<file path="src/rtl/fetch_sequencer.sv">
// Multi-cycle instruction fetch controller: owns the PC, strobes the
// instruction ROM, waits out the ROM latency, loads the IR and holds it until
// the consumer accepts it. Handles run/stop, stalls, redirects and halt.
//
// state   | meaning
// --------+--------------------------------------------------------------
// IDLE    | not fetching, waiting for run
// ISSUE   | rom_en high, ROM address (= pc) presented for one cycle
// WAIT    | ROM latency elapsing (ROM_LATENCY-1 cycles)
// CAPTURE | rom_data valid, loaded into ir at the end of the cycle
// VALID   | ir presented to the decoder until accepted (stall low)
// HALT    | halt instruction retired; only reset leaves this state
module fetch_sequencer #(
  parameter int unsigned       ADDR_W      = 32,
  parameter logic [ADDR_W-1:0] RESET_PC    = '0,
  parameter int unsigned       ROM_LATENCY = 1,
  parameter logic [31:0]       HALT_INSTR  = 32'h00000073
) (
  input  logic              clk,
  input  logic              reset,
  input  logic              run,
  input  logic              stall,
  input  logic              redirect,
  input  logic [ADDR_W-1:0] redirect_target,
  input  logic [31:0]       rom_data,
  output logic              rom_en,
  output logic [ADDR_W-1:0] rom_addr,
  output logic [ADDR_W-1:0] pc,
  output logic [31:0]       ir,
  output logic              instr_valid,
  output logic              halted,
  output logic [15:0]       retired_count
);

  localparam logic [2:0] S_IDLE    = 3'd0;
  localparam logic [2:0] S_ISSUE   = 3'd1;
  localparam logic [2:0] S_WAIT    = 3'd2;
  localparam logic [2:0] S_CAPTURE = 3'd3;
  localparam logic [2:0] S_VALID   = 3'd4;
  localparam logic [2:0] S_HALT    = 3'd5;

  // Latency 1..4 means at most 3 cycles left to count after the issue cycle.
  localparam logic [1:0] LAT_LOAD = 2'(ROM_LATENCY - 1);

  logic [2:0]        state;
  logic [2:0]        state_nxt;
  logic [1:0]        lat_cnt;
  logic [ADDR_W-1:0] target_pc;
  logic [ADDR_W-1:0] pc_inc;
  logic              retire;
  logic              redirect_taken;

  assign target_pc      = {redirect_target[ADDR_W-1:2], 2'b00};
  assign pc_inc         = pc + ADDR_W'(4);
  assign retire         = (state == S_VALID) && !stall;
  assign redirect_taken = redirect && ((state == S_ISSUE) || (state == S_WAIT) ||
                                       (state == S_CAPTURE) || (state == S_VALID));

  assign rom_en      = (state == S_ISSUE);
  assign rom_addr    = pc;
  assign instr_valid = (state == S_VALID);
  assign halted      = (state == S_HALT);

  // Next-state decode; a redirect restarts the fetch unless a halt retires.
  always_comb begin
    state_nxt = state;
    case (state)
      S_IDLE:    if (run) state_nxt = S_ISSUE;
      S_ISSUE: begin
        if (redirect)              state_nxt = S_ISSUE;
        else if (ROM_LATENCY == 1) state_nxt = S_CAPTURE;
        else                       state_nxt = S_WAIT;
      end
      S_WAIT: begin
        if (redirect)              state_nxt = S_ISSUE;
        else if (lat_cnt == 2'd1)  state_nxt = S_CAPTURE;
      end
      S_CAPTURE: state_nxt = redirect ? S_ISSUE : S_VALID;
      S_VALID: begin
        if (retire) begin
          if (ir == HALT_INSTR)      state_nxt = S_HALT;
          else if (redirect || run)  state_nxt = S_ISSUE;
          else                       state_nxt = S_IDLE;
        end else if (redirect) begin
          state_nxt = S_ISSUE;
        end
      end
      S_HALT:    state_nxt = S_HALT;
      default:   state_nxt = S_IDLE;
    endcase
  end

  // State register.
  always_ff @(posedge clk) begin
    if (!reset) state <= S_IDLE;
    else        state <= state_nxt;
  end

  // ROM latency down-counter: loaded on issue, counts down through WAIT.
  always_ff @(posedge clk) begin
    if (!reset)                lat_cnt <= '0;
    else if (state == S_ISSUE) lat_cnt <= LAT_LOAD;
    else if (state == S_WAIT)  lat_cnt <= lat_cnt - 2'd1;
  end

  // Program counter: a redirect target replaces pc+4 even on a retiring cycle.
  always_ff @(posedge clk) begin
    if (!reset)              pc <= RESET_PC;
    else if (redirect_taken) pc <= target_pc;
    else if (retire)         pc <= pc_inc;
  end

  // Instruction register; data in flight during a redirect is dropped.
  always_ff @(posedge clk) begin
    if (!reset)                                ir <= '0;
    else if ((state == S_CAPTURE) && !redirect) ir <= rom_data;
  end

  // Retirement counter, wraps naturally at 16 bits.
  always_ff @(posedge clk) begin
    if (!reset)      retired_count <= '0;
    else if (retire) retired_count <= retired_count + 16'd1;
  end

endmodule

</file>
<file path="config.mk">
export PLATFORM = sky130hd
export DESIGN_NAME = fetch_sequencer
export DESIGN_NICKNAME = d
export VERILOG_FILES = /design/src/rtl/fetch_sequencer.sv
export SDC_FILE = /design/constraint.sdc
export NUM_CORES = 1
export LEC_CHECK = 0
export CAP_MARGIN = 10
export CORE_UTILIZATION = 42
export DETAILED_ROUTE_END_ITERATION = 8
export HOLD_SLACK_MARGIN = 0.12
export PLACE_DENSITY = 0.81
export SYNTH_ARGS = -nofsm -noshare
export SYNTH_HDL_FRONTEND = slang
export SYNTH_SLANG_ARGS = --single-unit
</file>
<file path="constraint.sdc">
create_clock -name clk -period 2.5 [get_ports clk]
set_input_delay 0.375 -clock clk [delete_from_list [all_inputs] [get_ports clk]]
set_output_delay 0.375 -clock clk [all_outputs]
set_load 0.01 [all_outputs]
</file>
==> results.toml <==
[run_status]
status = "finished, final reports clean"

[synthesis]
synth_cell_types = 44
synth_seq_area_share = 0.407
synth-edff-count = 0
synth_cells = 519
syn-cell-area_sq_um = 4090
syn_avg_cell_area_sq_um = 7.87
synth_top_flop_cell = "dfxtp_1"
synth_async_sr_flop_share = 0
ys.warnings.count = 0
synth_seq_cells = 83

[timing]
fin_setup_tns_ns = 0
finClkSkew_ns = 0.0100
post-route-period-util = 0.952
fmax_mhz = 420
rsz0062_at_grt = "false"
period_minus_slack_ns = 2.38
drv_slew = 0
tightest_slew_ns = 0.630
slew_headroom = 0.576
finalSetupViolations = 0
hold_viol_final = 0
hold-worst-slack_ns = 0.478

[critical_path]
cp_cell_sequence = "nor2b_1, and2_1, clkdlybuf4s50_1"
critPathArrivalTime_ns = 2.00
end_kind = "output pin"
worstPathRequired_ns = 2.12
crit_fanout = 14
critPathSlowestCell = "dfxtp_1"
worstSetupPathType = "reg2out"
rrSetupSlack_ns = 0.27
start_kind = "flop"
slowest_delay_ns = 0.57

[global_routing]
grt_pass1_wl_um = 18900
grt_max_degree = 45
grt_antenna_before_repair = 0
grt_usage = 0.234
grt-ovfl-total = 0
grt_pass1_vias = 4036

[placement]
portBuffers = 177
dp_hpwl_um = 8650
place.gp.congestion = 0.868

[worst_hold_path]
hold_path_class = "reg2reg"

[power_and_ir_drop]
leakage_nw = 2.04
p_per_area_nw_per_um2 = 479
peakVddDrop_uv = 284

[drt]
firstDrtPassIters = 6
drt_iter0_markers = 161
vias = 4210
drc = 0
drt-total-wl_um = 11800
wire_per_inst_um = 14.8
vias_per_cell = 5.26
ant_nets = 0

[clock_network]
htreeDepth = 3
clock_latency_ns = 0.35
cts_buffers = 9
clock-sinks = 83
clk_pin_slew_ns = 0.09
cts.path.max_buffers = 2
cts_tree = "yes"
root_buffer = "clkbuf_8"

[floorplan]
initial_core_util = 0.438
die_height_um = 101
fp-row-count = 35
core_sq_um = 9330
dieArea_sq_um = 10100
die_w_um = 101
ios = 184

[flow_run]
drv_cap = 0

[layout]
layout_commonest_cell = "clkdlybuf4s50_1"
nNetsFinal = 739
final_cell_mix = "clkdlybuf4s50_1, nand2_1, dfxtp_1"
drive_gt1_frac = 0.0625
fillerInstances = 800
antenna_cells = 0
area_growth_pct = 47.6
==> area by class of cell <==
class / count / area, sq um / area share
tap: 129 / 161 / 0.0268
sequential: 83 / 1660 / 0.276
timing repair buffer: 196 / 1940 / 0.322
multi-input combinational: 371 / 2070 / 0.343
inverter: 6 / 22.5 / 0.00374
clock inverter: 6 / 48.8 / 0.00809
clock buffer: 10 / 128 / 0.0212
==> final timing paths <==
path                               start     end  cells past startpoint
worst max-delay path            state[2]  halted                      3
worst min register to register    ir[30]  ir[30]                      2
worst min-delay path              ir[30]  ir[30]                      2
worst max register to register  state[2]  pc[13]                      6
==> stage by stage <==
| step | area [sq um] | power (mW) | std cells | utilization | worst slack, ns |
|---|---|---|---|---|---|
| global placement | 5850 | 2.01 | 785 | 0.627 | 0.0414 |
| global route | 6030 | 3.03 | 801 | 0.646 | 0.0310 |
| floorplan | 4100 | 1.73 | 522 | - | 0.545 |
| detailed placement | 5850 | 2.03 | 785 | 0.627 | -0.00299 |
| finish | 6030 | 2.89 | 801 | 0.646 | 0.121 |
| CTS | 6030 | 2.91 | 801 | 0.646 | 0.145 |
==> what timing repair did <==
item | 4_1_cts | 5_1_grt
setup buffers | 0 | 0
hold buffers | 0 | 0
endpoints found under the setup margin | 1 | 0
gates resized for setup | 1 | 0
==> report_power, final <==
part	leakage, nW	internal [mW]	switching, mW
Sequential	0.673	1.37	0.0851
Clock	0.0795	0.370	0.523
Combinational	1.29	0.318	0.221
==> sequential cells by signal, indices dropped and copies added (netlist names) <==
signal,flops
ir,32
lat_cnt,2
pc,30
retired_count,16
state,3
==> Yosys cell counts (all sizes together) (3+ instances only) <==
master / number / area share
nand2: 92 / 0.085
dfxtp: 83 / 0.41
a21oi: 62 / 0.076
buf: 37 / 0.066
o21ai: 33 / 0.040
nor2: 28 / 0.026
clkbuf: 25 / 0.023
xor2: 22 / 0.047
nand4: 20 / 0.031
nand3: 18 / 0.022
nor4: 16 / 0.028
nor3: 15 / 0.021
xnor2: 15 / 0.032
and3: 5 / 0.0077
inv: 5 / 0.0046
or3: 4 / 0.0061
a221oi: 3 / 0.0064
and4: 3 / 0.0064
ha: 3 / 0.0092
nor2b: 3 / 0.0046
==> worst max-delay path, delay by kind of cell, from the launching register on <==
kind / cells / cell delay [ns]
buf+inv: 1 / 0.55
flops: 1 / 0.57
simple gates: 2 / 0.54
==> logic make-up after synthesis <==
| group | after synthesis | share of synthesized area |
|---|---|---|
| AND/OR/NAND/NOR | 215 | 0.259 |
| AO/OA/AOI/OAI | 110 | 0.146 |
| flip-flops | 83 | 0.407 |
| buffers and inverters | 68 | 0.0940 |
| XOR/XNOR | 37 | 0.0793 |
| adder cells (fa/ha/maj) | 3 | 0.00919 |
| multiplexers | 2 | 0.00490 |
| other | 1 | 0.000918 |
==> layer usage <==
metal,vias to the layer above,routed length (um),global-route usage
li1,2072,-,-
met1,1965,4910,0.276
met2,166,5820,0.409
met3,7,1040,0.0839
met4,0,57,0.0513
met5,-,0,0
Power figures use the tool's default switching activity.
